$ cat config.mk
export PLATFORM = sky130hd
export DESIGN_NAME = coin_credit
export DESIGN_NICKNAME = d
export VERILOG_FILES = /design/src/rtl/coin_credit.sv
export SDC_FILE = /design/constraint.sdc
export NUM_CORES = 1
export LEC_CHECK = 0
export BUFFER_PORTS_ARGS = -buffer_cell sky130_fd_sc_hd__buf_2
export CORE_MARGIN = 3
export CORE_UTILIZATION = 55
export DETAILED_ROUTE_END_ITERATION = 10
export PLACE_DENSITY = 0.78
export SLEW_MARGIN = 15
export SYNTH_ARGS = -nofsm -noshare
export SYNTH_HDL_FRONTEND = slang
export SYNTH_SLANG_ARGS = --single-unit
$ cat constraint.sdc
create_clock -name clk_fast -period 4.7 [get_ports clk_fast]
set_clock_uncertainty 0.05 [all_clocks]
set_input_delay 0.47 -clock clk_fast [delete_from_list [all_inputs] [get_ports clk_fast]]
set_output_delay 0.47 -clock clk_fast [all_outputs]
set_load 0.01 [all_outputs]
$ cat src/rtl/coin_credit.sv
// Coin-credit vending controller: synchronised, debounced buttons feeding an IDLE/VEND/CHANGE FSM.
// Press-to-event ~2+DEBOUNCE_CYCLES cycles, result pulses one cycle later; no backpressure, coins outside IDLE are rejected.
module coin_credit #(
    parameter int DEBOUNCE_CYCLES = 16,
    parameter int MAX_CREDIT      = 995
) (
    input  logic       clk_fast,
    input  logic       rst_n,
    input  logic       btn_dollar,
    input  logic       btn_quarter,
    input  logic       btn_dime,
    input  logic       btn_nickel,
    input  logic       btn_buy,
    input  logic       btn_return,
    input  logic [7:0] sw,
    output logic       dollar,
    output logic       quarter,
    output logic       dime,
    output logic       nickel,
    output logic       credit,
    output logic [9:0] credit_cents,
    output logic       vend,
    output logic       deny,
    output logic       reject,
    output logic       chg_quarter,
    output logic       chg_dime,
    output logic       chg_nickel,
    output logic       busy
);

    localparam int CW = $clog2(DEBOUNCE_CYCLES + 1);

    localparam logic [1:0] IDLE   = 2'd0;
    localparam logic [1:0] VEND   = 2'd1;
    localparam logic [1:0] CHANGE = 2'd2;

    // Bit order: 0 nickel, 1 dime, 2 quarter, 3 dollar, 4 buy, 5 return
    logic [5:0] btn_raw;
    logic [5:0] sync1;
    logic [5:0] sync2;
    logic [5:0] db_lvl;
    logic [5:0] db_prev;
    logic [5:0] ev;

    assign btn_raw = {btn_return, btn_buy, btn_dollar, btn_quarter, btn_dime, btn_nickel};

    always_ff @(posedge clk_fast or negedge rst_n) begin
        if (!rst_n) begin
            sync1   <= '0;
            sync2   <= '0;
            db_prev <= '0;
        end else begin
            sync1   <= btn_raw;
            sync2   <= sync1;
            db_prev <= db_lvl;
        end
    end

    for (genvar i = 0; i < 6; i++) begin : g_db
        logic [CW-1:0] cnt;
        logic          lvl;

        // Count consecutive samples that disagree with the accepted level; any agreeing sample restarts it.
        always_ff @(posedge clk_fast or negedge rst_n) begin
            if (!rst_n) begin
                cnt <= '0;
                lvl <= 1'b0;
            end else if (sync2[i] == lvl) begin
                cnt <= '0;
            end else if (cnt == CW'(DEBOUNCE_CYCLES - 1)) begin
                cnt <= '0;
                lvl <= sync2[i];
            end else begin
                cnt <= cnt + 1'b1;
            end
        end

        assign db_lvl[i] = lvl;
    end

    assign ev = db_lvl & ~db_prev;

    logic [1:0]  state, state_n;
    logic [9:0]  credit_n;
    logic [9:0]  price_q, price_n;
    logic [10:0] price;
    logic [10:0] sum;
    logic [10:0] coin_val;
    logic [9:0]  rem;
    logic        coin_any, coin_multi;
    logic        dollar_n, quarter_n, dime_n, nickel_n;
    logic        vend_n, deny_n, reject_n;
    logic        chg_quarter_n, chg_dime_n, chg_nickel_n;

    assign price      = {3'b000, sw} * 11'd5;
    assign coin_any   = |ev[3:0];
    assign coin_multi = (ev[3:0] & (ev[3:0] - 4'd1)) != 4'd0;

    always_comb begin
        state_n       = state;
        credit_n      = credit_cents;
        price_n       = price_q;
        dollar_n      = 1'b0;
        quarter_n     = 1'b0;
        dime_n        = 1'b0;
        nickel_n      = 1'b0;
        vend_n        = 1'b0;
        deny_n        = 1'b0;
        reject_n      = 1'b0;
        chg_quarter_n = 1'b0;
        chg_dime_n    = 1'b0;
        chg_nickel_n  = 1'b0;
        coin_val      = 11'd0;
        sum           = 11'd0;
        rem           = 10'd0;
        case (state)
            IDLE: begin
                if (ev[4]) begin
                    reject_n = coin_any;
                    if (sw == 8'd0 || {1'b0, credit_cents} < price) begin
                        deny_n = 1'b1;
                    end else begin
                        state_n = VEND;
                        vend_n  = 1'b1;
                        price_n = price[9:0];
                    end
                end else if (ev[5]) begin
                    reject_n = coin_any;
                    if (credit_cents != 10'd0) state_n = CHANGE;
                end else if (coin_any) begin
                    if (ev[3])      coin_val = 11'd100;
                    else if (ev[2]) coin_val = 11'd25;
                    else if (ev[1]) coin_val = 11'd10;
                    else            coin_val = 11'd5;
                    sum = {1'b0, credit_cents} + coin_val;
                    if (sum > 11'(MAX_CREDIT)) begin
                        reject_n = 1'b1;
                    end else begin
                        credit_n  = sum[9:0];
                        dollar_n  = ev[3];
                        quarter_n = ~ev[3] & ev[2];
                        dime_n    = ~ev[3] & ~ev[2] & ev[1];
                        nickel_n  = ~ev[3] & ~ev[2] & ~ev[1];
                        reject_n  = coin_multi;
                    end
                end
            end
            VEND: begin
                reject_n = coin_any;
                rem      = credit_cents - price_q;
                credit_n = rem;
                state_n  = (rem != 10'd0) ? CHANGE : IDLE;
            end
            CHANGE: begin
                reject_n = coin_any;
                if (credit_cents >= 10'd25) begin
                    chg_quarter_n = 1'b1;
                    credit_n      = credit_cents - 10'd25;
                end else if (credit_cents >= 10'd10) begin
                    chg_dime_n = 1'b1;
                    credit_n   = credit_cents - 10'd10;
                end else if (credit_cents >= 10'd5) begin
                    chg_nickel_n = 1'b1;
                    credit_n     = credit_cents - 10'd5;
                end else begin
                    credit_n = 10'd0;
                end
                if (credit_n == 10'd0) state_n = IDLE;
            end
            default: state_n = IDLE;
        endcase
    end

    always_ff @(posedge clk_fast or negedge rst_n) begin
        if (!rst_n) begin
            state        <= IDLE;
            credit_cents <= '0;
            price_q      <= '0;
            dollar       <= 1'b0;
            quarter      <= 1'b0;
            dime         <= 1'b0;
            nickel       <= 1'b0;
            vend         <= 1'b0;
            deny         <= 1'b0;
            reject       <= 1'b0;
            chg_quarter  <= 1'b0;
            chg_dime     <= 1'b0;
            chg_nickel   <= 1'b0;
        end else begin
            state        <= state_n;
            credit_cents <= credit_n;
            price_q      <= price_n;
            dollar       <= dollar_n;
            quarter      <= quarter_n;
            dime         <= dime_n;
            nickel       <= nickel_n;
            vend         <= vend_n;
            deny         <= deny_n;
            reject       <= reject_n;
            chg_quarter  <= chg_quarter_n;
            chg_dime     <= chg_dime_n;
            chg_nickel   <= chg_nickel_n;
        end
    end

    assign credit = (state == IDLE) && (credit_cents != 10'd0);
    assign busy   = (state == VEND) || (state == CHANGE);

endmodule

### Word level (Yosys, flattened, before mapping)

Cells that the tools add are included.

| cells by class | value |
|---|---|
| $add $sub $neg | 12 |
| equality and inequality tests | 22 |
| multiplexer cells | 75 |
| reductions and logical operators | 21 |
| bitwise operators | 17 |
| $lt $le $gt $ge | 5 |
| $mul | 1 |

Operators by type and width:

| cell | number |
|---|---|
| $mux W10 | 8 |
| $mux W5 | 13 |
| $mux W11 | 4 |
| $mux W1 | 39 |
| $add A5 B1 Y5 const B | 6 |
| $eq A5 B4 Y1 const B | 6 |
| $pmux W10 S3 | 1 |
| $reduce_bool A10 Y1 | 2 |
| $mux W2 | 6 |
| $reduce_and A2 Y1 | 6 |
| $add A10 B11 Y11 | 1 |
| $gt A11 B10 Y1 const B | 1 |
| $lt A10 B11 Y1 | 1 |
| $mul A8 B3 Y11 const B | 1 |
| $ge A10 B3 Y1 const B | 1 |
| $ge A10 B4 Y1 const B | 1 |
| $ge A10 B5 Y1 const B | 1 |
| $logic_not A10 Y1 | 1 |
| $ne A2 B2 Y1 const B | 5 |
| $not A1 Y1 | 10 |
| $sub A10 B10 Y10 | 1 |
| $sub A10 B3 Y10 const B | 1 |
| $sub A10 B4 Y10 const B | 1 |
| $sub A10 B5 Y10 const B | 1 |
| other kinds (25) | 35 |

| word-level totals | value |
|---|---|
| bits in registers | 86 |
| output and inout port bits | 22 |

### Depth between registers and ports, before layout

Gate-level depths: netlist of the first run.

| depth | value |
|---|---|
| depth in word-level cells | 16 |
| mapped depth | 17 |
| mapped depth without buffers | 16 |

### Worst setup path before layout of the first run

OpenSTA, ideal clock, no wires.

| path | value |
|---|---|
| kind | input to register |
| start | input sw[2] |
| end | register price_q[6] |
| setup time | 79 ps |
| data required time | 4,571 ps |
| slack | 1,137 ps |
| arrival time | 3,434 ps |
| cell stages on the path | 14 |
| cells stage by stage | ha_1 ha_1 a211oi_1 nor2_1 o31ai_1 a21bo_2 ha_1 nand3_1 nand2_1 a41oi_1 a211o_1 nor2_1 clkbuf_1 mux2i_1 |

| between the ends | value |
|---|---|
| word-level cells in the longest chain between the ends | 5 |
| elaborated cells on any way between the ends | 6 |
| classes of those cells | mul: 1; order compare: 1; bitwise: 1; reduce/logical: 3 |

Ends and longest elaborated chain:

| element | line | source |
|---|---|---|
| start, declared | 15 | `input logic [7:0] sw,` |
| $mul A8 B3 Y11 | 95 | `assign price = {3'b000, sw} * 11'd5;` |
| $lt A10 B11 Y1 | 120 | `if (sw == 8'd0 \|\| {1'b0, credit_cents} < price) begin` |
| $logic_or A1 B1 Y1 | 120 |  |
| $not A1 Y1 (no line) | -- |  |
| $reduce_and A3 Y1 (no line) | -- |  |
| end signal, assigned | 192 | `price_q <= price_n;` |
| end, declared | 85 | `logic [9:0] price_q, price_n;` |

Several ways; a longest one is shown, not always the timed one.
A chain may end at the register's enable or synchronous reset.

### Worst setup path after layout of the first run

| path | value |
|---|---|
| start | register g_db[1].lvl |
| end | register credit_cents[6] |

| between the ends | value |
|---|---|
| word-level cells in the longest chain between the ends | 14 |
| elaborated cells on any way between the ends | 19 |
| classes of those cells | add/sub: 1; order compare: 1; eq/ne: 2; mux: 12; bitwise: 1; reduce/logical: 2 |

Ends and longest elaborated chain:

| element | line | source |
|---|---|---|
| start, declared | 61 | `logic lvl;` |
| start signal, assigned | 72 | `lvl <= sync2[i];` |
| $and A6 B6 Y6 * | 81 | `assign ev = db_lvl & ~db_prev;` |
| parallel branches: the longest is 13 deep, another holds $add A10 B11 Y11 | -- |  |
| end signal, assigned | 191 | `credit_cents <= credit_n;` |
| end, declared | 21 | `output logic [9:0] credit_cents,` |

Mark *: on every way between the ends. The select of a mux whose other input is x is not followed.

==> flow_metrics.env, run 1 <==
export IMPL_status="complete, no violations"
export IMPL_rsz0062_at_grt="no"
export IMPL_crit_path_top_delay_cell="a2111oi_0"
export IMPL_grt_max_degree=87
export IMPL_synthTopCellsByCount="dfrtp_1 (86), nor2_1 (62), ha_1 (55), inv_1 (37), o21ai_0 (34)"
export IMPL_finalSetupViolCount=0
export IMPL_end_kind="register"
export IMPL_root_buffer="clkbuf_8"
export IMPL_place_ws_ns=0.619
export IMPL_dr_pass1_iters=5
export IMPL_grt_antenna_before_repair=0
export IMPL_crit_fanout=10
export IMPL_ff2ff_setup_slack_ns=0.56
export IMPL_max_cap_viol_count=0
export IMPL_cp_arrival_ns=4.34
export IMPL_grt_total_usage_pct=22.3
export IMPL_drtAntennaViolNets=0
export IMPL_crit_family="compound AO/OA/AOI/OAI gates"
export IMPL_fmax_ghz=0.241
export IMPL_period_needed_ns=4.14
export IMPL_numCtsBuffers=9
export IMPL_synth_area_um2=5550
export IMPL_place_congestion=0.970
export IMPL_power_density_nw_per_um2=525
export IMPL_drive_above_1_share_pct=14.2
export IMPL_synth_most_common_cell="dfrtp_1"
export IMPL_gr_total_overflow=0
export IMPL_viasPerCell=5.96
export IMPL_final_util_pct=62.2
export IMPL_portBuffers=37
export IMPL_crit_type="reg2reg"
export IMPL_synth_top_cell_by_area="dfrtp_1"
export IMPL_dieArea_um2=11300
export IMPL_dpl_cell_area_um2=5870
export IMPL_finalHoldViolCount=0
export IMPL_cts_max_path_buffers=2
export IMPL_worst_pin_slew_ns=0.856
export IMPL_ys_top_cells_by_area="dfrtp_1 (39%), ha_1 (12%), xor2_1 (4.3%), nor2_1 (4.2%), o21ai_0 (3.1%)"
export IMPL_critPathLaunchType="register"
export IMPL_ys_warn_count=0
export IMPL_setup_tns_ns=0
export IMPL_synth_top_area_share_pct=38.8
export IMPL_ios=38
export IMPL_vias=4485
export IMPL_finish_instance_area_um2=6080
export IMPL_first_global_vias=4372
export IMPL_cpMostUsedCell="mux2_2"
export IMPL_die_w_um=106
export IMPL_cts_sinks=86
export IMPL_relSlewSlack_pct=42.4
export IMPL_worstPathRequired_ns=4.90
export IMPL_path_cells="nor2b_1, nand3_1, inv_1, ha_1, a211oi_1, o21bai_1, a2111oi_0, nor2_1, mux2_2, o2111ai_2, a21oi_2, mux2_2"
export IMPL_nets=688
export IMPL_routed_wl_um=12200
export IMPL_ys_types=67
export IMPL_initial_utilization_pct=56.7
export IMPL_synth_edf_count=0
export IMPL_fillers=851
export IMPL_grt_pass1_wl_um=20600
export IMPL_clk_pin_slew_worst_paths_ns=0.10
export IMPL_hold_buffers=0
export IMPL_ys_seq_area_share_pct=38.8
export IMPL_synth_seq_cells=86
export IMPL_cts_tree="done"
export IMPL_synth_area_per_cell_um2=9.66
export IMPL_insertion_delay_ns=0.36
export IMPL_wl_per_cell_um=16.2
export IMPL_syn_to_final_growth_pct=9.57
export IMPL_final_max_slew_violation_count=0
export IMPL_slowest_delay_ns=0.59
export IMPL_dieHeight_um=106
export IMPL_insertedDiodeCount=0
export IMPL_dp_hpwl_um=8820
export IMPL_synthArstFlopShare_pct=100
export IMPL_power_leakage_nw=3.02
export IMPL_finalCritPeriodShare_pct=88.2
export IMPL_vdd_drop_max_mv=0.227
export IMPL_drc_errors=0
export IMPL_core_area_um2=9770
export IMPL_drt_iter0_drc=368
export IMPL_cp_num_buf_inv=1
export IMPL_fp_row_count=36
export IMPL_hp_class="in2async"
export IMPL_netlist_instances=574
export IMPL_synth_nets=648
export IMPL_setup_ws_ns=0.557
export IMPL_ctsResizeCount=0
export IMPL_post_cts_buffers=0
export IMPL_htree_levels=3
export IMPL_synth_main_ff_cell="dfrtp_1"
## worst register-to-register path, delay by kind of cell, from the launching register on
| kind | cells | cell delay (ns) |
|---|---|---|
| AOI/OAI and AO/OA | 5 | 1.73 |
| and+or+nand+nor | 3 | 0.81 |
| buffers and inverters | 1 | 0.11 |
| adders and majority gates | 1 | 0.23 |
| muxes | 2 | 0.69 |
| DFF | 1 | 0.42 |
## cell families after synthesis
group / count (synthesis) / share of synthesized area [%]
buf+inv: 49 / 3.45
flops: 86 / 38.8
compound gates: 135 / 16.9
fa+ha+maj: 58 / 13.5
xor+xnor: 35 / 5.53
simple gates: 188 / 17.3
mux: 23 / 4.47
## state kept, by name, summed over array words and instances (netlist names)
name and count:
chg_dime 1, deny 1, dollar 1, chg_quarter 1
price_q 10, dime 1, sync2 6, state 2
credit_cents 10, nickel 1, sync1 6, db_prev 6
reject 1, g_db.lvl 6, chg_nickel 1, quarter 1
vend 1, g_db.cnt 30
## cells in the final DEF, fill, tap and decap left out, drive strengths merged, types with 19 or more instances in the layout
master   n
a21oi   27
buf     40
dfrtp   86
ha      55
inv     39
nand2   20
nand3   19
nor2    62
o21ai   35
xor2    27
## power by group
group / internal, mW / leakage, nW / switching (mW) / total (mW)
Clock: 0.214 / 0.0910 / 0.287 / 0.500
Combinational: 0.714 / 1.84 / 0.963 / 1.68
Sequential: 0.815 / 1.09 / 0.200 / 1.01
Total: 1.74 / 3.02 / 1.45 / 3.19
## worst paths after layout
check	start	end	cells past startpoint
max	g_db[1].lvl$_DFFE_PN0P_	credit_cents[6]$_DFFE_PN0P_	12
min in group clk_fast	btn_return	sync1[5]$_DFF_PN0_	1
min reg2reg	sync1[3]$_DFF_PN0_	sync2[3]$_DFF_PN0_	0
max reg2reg	g_db[1].lvl$_DFFE_PN0P_	credit_cents[6]$_DFFE_PN0P_	12
min	rst_n	chg_nickel$_DFF_PN0_	1
max in group asynchronous	rst_n	price_q[2]$_DFFE_PN0P_	2
## layout make-up
class / count / area [um2] / area share (%)
Sequential cell: 86 / 2150 / 35.4
Clock buffer: 10 / 138 / 2.27
Clock inverter: 6 / 52.6 / 0.865
Tap cell: 133 / 166 / 2.74
Inverter: 38 / 143 / 2.35
Timing Repair Buffer: 40 / 223 / 3.67
Multi-Input combinational cell: 439 / 3200 / 52.7
## per-stage QoR
stage               hold WS [ns]  std cells  power [mW]
floorplan                  0.124        574        2.22
global placement           0.283        735        2.60
detailed placement         0.285        735        2.65
CTS                        0.142        751        3.17
global route              0.0762        752        3.43
finish                    0.0371        752        3.19
## routing by layer
layer,wire (um),vias up,global-route usage [%]
met1,5380,2166,28.8
met2,5920,154,38.0
met4,204,0,7.40
met5,0,-,0
li1,-,2141,-
met3,675,24,4.13
Power figures use the tool's default switching activity.
==> run 2, diff against run 1 <==
ABC_AREA = 1   (was default)
PLACE_DENSITY = 0.77   (was 0.78)
==> run 2 against run 1 <==
  * Flip-flop and latch count unchanged
  * Critical endpoint unchanged
  * Sequential power about the same
  * Largest cell class unchanged
  * Non-clock buffer count down 2
  * Critical path type unchanged
  * First-iteration DRC count down 29%
==> flow_metrics.env, run 2 <==
export IMPL_synth_most_common_cell="nand2_1"
export IMPL_crit_type="reg2reg"
export IMPL_final_max_slew_violation_count=0
export IMPL_cts_sinks=86
export IMPL_routed_wl_um=12600
export IMPL_finish_instance_area_um2=6180
export IMPL_final_util_pct=62.4
export IMPL_cts_max_path_buffers=2
export IMPL_seq_power_share_pct=31.1
export IMPL_portBuffers=37
export IMPL_ios=38
export IMPL_path_cells="inv_1, nor2_1, inv_1, nand2_1, nor2_1, inv_1, fa_1, inv_1, nand3_1, nand2_1, xor2_1, nor2_1, nand2_1, nand2_1, nor2_1, nand3b_1, nand3_1, nand2_1, nand2_2, nand2_1, nand2_1"
export IMPL_switchingPower_mw=1.54
export IMPL_synthTopCellsByCount="nand2_1 (175), inv_1 (91), dfrtp_1 (86), nor2_1 (58), ha_1 (55)"
export IMPL_vdd_drop_max_mv=0.287
export IMPL_top_regs="g_db.cnt x30, credit_cents x10, price_q x10"
export IMPL_die_w_um=108
export IMPL_grt_antenna_before_repair=0
export IMPL_period_needed_ns=3.45
export IMPL_instances_no_fill=902
export IMPL_synth_top_area_share_pct=37.8
export IMPL_finalSetupViolCount=0
export IMPL_drive_above_1_share_pct=10.4
export IMPL_ys_top_cells_by_area="dfrtp_1 (38%), ha_1 (12%), nand2_1 (12%), inv_1 (6.0%), nand3_1 (4.5%)"
export IMPL_power_density_nw_per_um2=510
export IMPL_dp_hpwl_um=9830
export IMPL_power_leakage_nw=3.38
export IMPL_grt_max_degree=87
export IMPL_crit_path_top_delay_cell="fa_1"
export IMPL_synth_edf_count=0
export IMPL_synth_top_cell_by_area="dfrtp_1"
export IMPL_grt_total_usage_pct=23.2
export IMPL_setup_tns_ns=0
export IMPL_cts_tree="done"
export IMPL_regMostFlops="g_db.cnt"
export IMPL_finalCritPeriodShare_pct=73.5
export IMPL_first_global_vias=4753
export IMPL_ys_warn_count=0
export IMPL_worst_r2r_cell_count=21
export IMPL_p_total_mw=3.16
export IMPL_netlist_instances=725
export IMPL_drtAntennaViolNets=0
export IMPL_max_cap_viol_count=0
export IMPL_htree_levels=3
export IMPL_synthArstFlopShare_pct=100
export IMPL_worst_pin_slew_ns=1.04
export IMPL_synth_main_ff_cell="dfrtp_1"
export IMPL_dr_pass1_iters=4
export IMPL_cpMostUsedCell="nand2_1"
export IMPL_largest_reg_flops=30
export IMPL_worstPathRequired_ns=4.94
export IMPL_fp_row_count=36
export IMPL_cp_arrival_ns=3.69
export IMPL_synth_nets=799
export IMPL_finalHoldViolCount=0
export IMPL_min_to="sync1[0]$_DFF_PN0_"
export IMPL_worstHoldPathCells=1
export IMPL_drt_iter0_drc=261
export IMPL_status="complete, no violations"
export IMPL_ff2ff_setup_slack_ns=1.25
export IMPL_dieArea_um2=11600
export IMPL_worst_hold_startpoint="btn_nickel"
export IMPL_combPwrFrac_pct=53.3
export IMPL_gr_total_overflow=0
export IMPL_hp_class="in2reg"
export IMPL_synth_area_um2=5700
export IMPL_r2r_end="credit_cents[6]$_DFFE_PN0P_"
export IMPL_grt_pass1_wl_um=21600
export IMPL_critPathLaunchType="register"
export IMPL_insertedDiodeCount=0
export IMPL_layout_common_cells="nand2_1 (175), inv_1 (91), dfrtp_1 (86)"
export IMPL_post_cts_buffers=0
export IMPL_sw_frac_of_total_pct=48.9
export IMPL_hold_buffers=0
export IMPL_insertion_delay_ns=0.36
export IMPL_vias=4820
export IMPL_ys_seq_area_share_pct=37.8
export IMPL_end_kind="register"
export IMPL_p_clk_share_pct=15.6
export IMPL_rsz0062_at_grt="no"
export IMPL_dpl_cell_area_um2=5990
export IMPL_ctsResizeCount=0
export IMPL_nets=838
export IMPL_p_int_mw=1.61
export IMPL_ys_types=43
export IMPL_dpl_cell_count=886
export IMPL_crit_fanout=11
export IMPL_viasPerCell=5.34
export IMPL_root_buffer="clkbuf_8"
export IMPL_synth_area_per_cell_um2=7.86
export IMPL_relSlewSlack_pct=30.9
export IMPL_r2r_start="g_db[3].lvl$_DFFE_PN0P_"
export IMPL_final_common_cell="nand2_1"
export IMPL_slowest_delay_ns=0.44
export IMPL_core_area_um2=9910
export IMPL_drc_errors=0
export IMPL_synth_seq_cells=86
export IMPL_initial_utilization_pct=57.5
export IMPL_numCtsBuffers=9
export IMPL_fmax_ghz=0.289
export IMPL_wl_per_cell_um=14.0
export IMPL_syn_to_final_growth_pct=8.52
export IMPL_place_congestion=0.939
export IMPL_clk_pin_slew_worst_paths_ns=0.10
export IMPL_dieHeight_um=108
run 2: cell types whose count changed in the layout (fill, tap and decap cells not counted), sizes merged, moves of 5 or more:
cell and change:
a211oi -5, a21o -6, a21oi +12, and2 -10, inv +64, mux2 -13, mux2i -9, nand2 +161
nand2b -17, nand3 +35, nor2b -13, o21ai +6, xnor2 +5
run 2: logic make-up after synthesis:
| family | Yosys count | share of synthesized area [%] |
|---|---|---|
| and+or+nand+nor | 333 | 25.7 |
| DFF | 86 | 37.8 |
| muxes | 1 | 0.198 |
| AOI/OAI and AO/OA | 101 | 9.95 |
| xor gates and xnor gates | 36 | 5.53 |
| buffers and inverters | 110 | 7.73 |
| adders and majority gates | 58 | 13.1 |
run 2: final cells by class:
cell class | instances | area (um2)
well taps | 133 | 166
inverters | 100 | 377
clock inverters | 7 | 63.8
flip-flops and latches | 86 | 2150
repair buffers | 38 | 195
fillers | 899 | 3730
multi-input cells | 529 | 3100
clock buffers | 9 | 124
run 2: how the worst max path moves through the flow:
stage | start | endpoint | slack, ns | cells past startpoint
final | g_db[3].lvl$_DFFE_PN0P_ | credit_cents[6]$_DFFE_PN0P_ | 1.25 | 21
after global routing | g_db[2].lvl$_DFFE_PN0P_ | credit_cents[1]$_DFFE_PN0P_ | 0.94 | 21
after CTS | g_db[3].lvl$_DFFE_PN0P_ | credit_cents[6]$_DFFE_PN0P_ | 1.30 | 21
after detailed placement | sw[1] | price_q[8]$_DFFE_PN0P_ | 1.23 | 18
after global placement | sw[1] | price_q[7]$_DFFE_PN0P_ | 1.36 | 17
after floorplan | sw[1] | price_q[4]$_DFFE_PN0P_ | 1.63 | 16
run 2: metal layers:
metal  vias to the layer above  GRT usage (%)  share of wire, %
met1                      2244           29.9                44
met5                         -              0                 0
met2                       118           39.3                49
met4                         0           7.75               2.6
li1                       2430              -                 -
met3                        28           4.20               5.1
run 2: power groups by stage:
stage / logic [mW] / clock network [mW] / registers [mW]
6_report: 1.68 / 0.493 / 0.981
5_1_grt: 1.93 / 0.535 / 0.992
4_1_cts: 1.67 / 0.506 / 0.978
3_5_place_dp: 1.66 / 0 / 0.994
3_3_place_gp: 1.62 / 0 / 0.990
2_1_floorplan: 1.31 / 0 / 0.929
run 2: stage by stage:
stage               hold slack (ns)  setup WS [ns]
finish                        0.157           1.25
CTS                           0.143           1.30
floorplan                     0.124           1.63
global placement              0.282           1.36
detailed placement            0.285           1.23
global route                  0.137          0.940
run 2: worst max-delay path: cells and delay by family, from the launching register on:
family,cells,cell delay (ns)
xor gates and xnor gates,1,0.24
adders and majority gates,1,0.44
buffers and inverters,4,0.40
DFF,1,0.41
and+or+nand+nor,15,1.85
==> run 3, diff against run 2 <==
clock period = 3.38 ns   (was 4.7 ns; I/O delays follow)
==> run 3 against run 2 <==
  * Wire length rose by 2.4%
  * Utilization grew 1.3 points
  * Flip-flop and latch count unchanged
  * Cell area grew 2.0%
  * Combinational power up 54%
  * Sequential power grew 26%
  * Worst setup slack got worse by 0.97 ns
  * Sequential share of layout area is 0.70 points lower
  * First-iteration DRC count up 39%
  * Via count up 1.3%
  * Cell count is 1.2% higher
  * Clock-buffer cell count rose by 3
==> flow_metrics.env, run 3 (synthesized netlist as in run 2, its figures left out) <==
export IMPL_status="complete, no violations"
export IMPL_cts_max_path_buffers=2
export IMPL_layout_common_cells="nand2_1 (174), inv_1 (91), dfrtp_1 (86)"
export IMPL_cts_tree="done"
export IMPL_drc_errors=0
export IMPL_die_w_um=108
export IMPL_grt_max_degree=87
export IMPL_dieHeight_um=108
export IMPL_finalCritPeriodShare_pct=91.8
export IMPL_power_leakage_nw=3.44
export IMPL_dr_pass1_iters=6
export IMPL_clk_pin_slew_worst_paths_ns=0.09
export IMPL_finalHoldViolCount=0
export IMPL_p_int_mw=2.41
export IMPL_regMostFlops="g_db.cnt"
export IMPL_busiest_layer="met2"
export IMPL_crit_fanout=6
export IMPL_r2r_start="g_db[2].lvl$_DFFE_PN0P_"
export IMPL_max_cap_viol_count=0
export IMPL_switchingPower_mw=2.16
export IMPL_timing_hold_ws_ns=0.0269
export IMPL_p_clk_share_pct=16.4
export IMPL_combPwrFrac_pct=56.4
export IMPL_portBuffers=37
export IMPL_gr_total_overflow=0
export IMPL_core_area_um2=9910
export IMPL_grt_antenna_before_repair=0
export IMPL_end_kind="register"
export IMPL_final_util_pct=63.7
export IMPL_sw_frac_of_total_pct=47.2
export IMPL_cp_arrival_ns=3.36
export IMPL_critPathLaunchType="register"
export IMPL_grtUsageMet2_pct=39.3
export IMPL_dieArea_um2=11600
export IMPL_dpl_cell_count=896
export IMPL_drt_iter0_drc=363
export IMPL_root_buffer="clkbuf_8"
export IMPL_nets=849
export IMPL_first_global_vias=4697
export IMPL_met3_usage_pct=3.42
export IMPL_numCtsBuffers=9
export IMPL_hold_buffers=0
export IMPL_worst_pin_slew_ns=1.04
export IMPL_power_density_nw_per_um2=724
export IMPL_top_regs="g_db.cnt x30, credit_cents x10, price_q x10"
export IMPL_crit_path_start="g_db[2].lvl$_DFFE_PN0P_"
export IMPL_fp_row_count=36
export IMPL_ios=38
export IMPL_grt_total_usage_pct=23.8
export IMPL_initial_utilization_pct=57.5
export IMPL_setup_ws_ns=0.278
export IMPL_insertedDiodeCount=0
export IMPL_relSlewSlack_pct=30.7
export IMPL_finalSetupViolCount=0
export IMPL_worst_hold_startpoint="btn_quarter"
export IMPL_rsz0062_at_grt="no"
export IMPL_fillers=854
export IMPL_grt_use_met1_pct=31.3
export IMPL_seq_power_share_pct=27.2
export IMPL_syn_to_final_growth_pct=10.7
export IMPL_vdd_drop_max_mv=0.415
export IMPL_cts_sinks=86
export IMPL_hp_class="in2reg"
export IMPL_dp_hpwl_um=9950
export IMPL_crit_type="reg2reg"
export IMPL_grt_pass1_wl_um=21800
export IMPL_insertion_delay_ns=0.37
export IMPL_drive_above_1_share_pct=12.1
export IMPL_instances_no_fill=913
export IMPL_fmax_ghz=0.322
export IMPL_viasPerCell=5.35
export IMPL_setup_tns_ns=0
export IMPL_htree_levels=3
export IMPL_drtAntennaViolNets=0
export IMPL_vias=4882
export IMPL_largest_reg_flops=30
export IMPL_worstPathRequired_ns=3.64
export IMPL_place_congestion=0.919
export IMPL_period_needed_ns=3.10
export IMPL_wl_per_cell_um=14.1
export IMPL_routed_wl_um=12900
export IMPL_place_ws_ns=0.0151
export IMPL_final_max_slew_violation_count=0
export IMPL_final_common_cell="nand2_1"
-- run 3: layout make-up --
cell class | count | area, um2 | share of cell area (%)
Clock inverter | 4 | 55.1 | 0.873
Tap cell | 133 | 166 | 2.64
Multi-Input combinational cell | 529 | 3130 | 49.5
Timing Repair Buffer | 49 | 278 | 4.40
Sequential cell | 86 | 2150 | 34.1
Inverter | 100 | 377 | 5.97
Clock buffer | 12 | 155 | 2.46
-- run 3: power groups by stage --
stage / combinational (mW) / sequential, mW / clock [mW]
2_1_floorplan: 1.83 / 1.29 / 0
3_3_place_gp: 2.47 / 1.25 / 0
3_5_place_dp: 2.52 / 1.26 / 0
4_1_cts: 2.54 / 1.24 / 0.763
5_1_grt: 2.93 / 1.25 / 0.804
6_report: 2.58 / 1.24 / 0.750
-- run 3: per-stage QoR --
step / cell area [um2] / total power [mW]
finish: 6310 / 4.57
global route: 6310 / 4.98
CTS: 6280 / 4.54
detailed placement: 6070 / 3.78
global placement: 6070 / 3.72
floorplan: 5700 / 3.12
-- run 3: worst paths after layout --
path	to	slack (ns)	depth (start not counted)
min in group asynchronous	g_db[4].cnt[0]$_DFF_PN0_	0.11	1
setup reg to reg	credit_cents[4]$_DFFE_PN0P_	0.28	19
setup / recovery	credit_cents[4]$_DFFE_PN0P_	0.28	19
hold reg to reg	sync2[1]$_DFF_PN0_	0.30	0
max in group asynchronous	g_db[5].cnt[4]$_DFF_PN0_	2.52	1
hold / removal	sync1[2]$_DFF_PN0_	0.03	1
-- run 3: what timing repair did --
item                                    4_1_cts  5_1_grt
resized for setup                             0        5
endpoints found under the setup margin        0       10
buffers inserted                              0        1
-- run 3: metal layers --
layer | wire length (um) | part of all wire (%) | vias to the layer above
li1 | - | - | 2447
met1 | 5710 | 44 | 2293
met2 | 6170 | 48 | 119
met3 | 680 | 5.3 | 23
met4 | 337 | 2.6 | 0
met5 | 0 | 0 | -
-- run 3: worst max-delay path: stages, from the launching register on --
cell      delay, ns
dfrtp_1        0.35
inv_1          0.06
nor2_1         0.14
inv_1          0.11
a21oi_1        0.17
ha_1           0.19
inv_1          0.06
fa_1           0.39
inv_1          0.07
nand3_1        0.10
nand2_1        0.15
nand2_1        0.07
nand3_1        0.12
xor2_1         0.21
nand3b_1       0.20
nand3_1        0.10
nand2_2        0.16
buf_4          0.17
nand3b_1       0.08
nand2_1        0.10
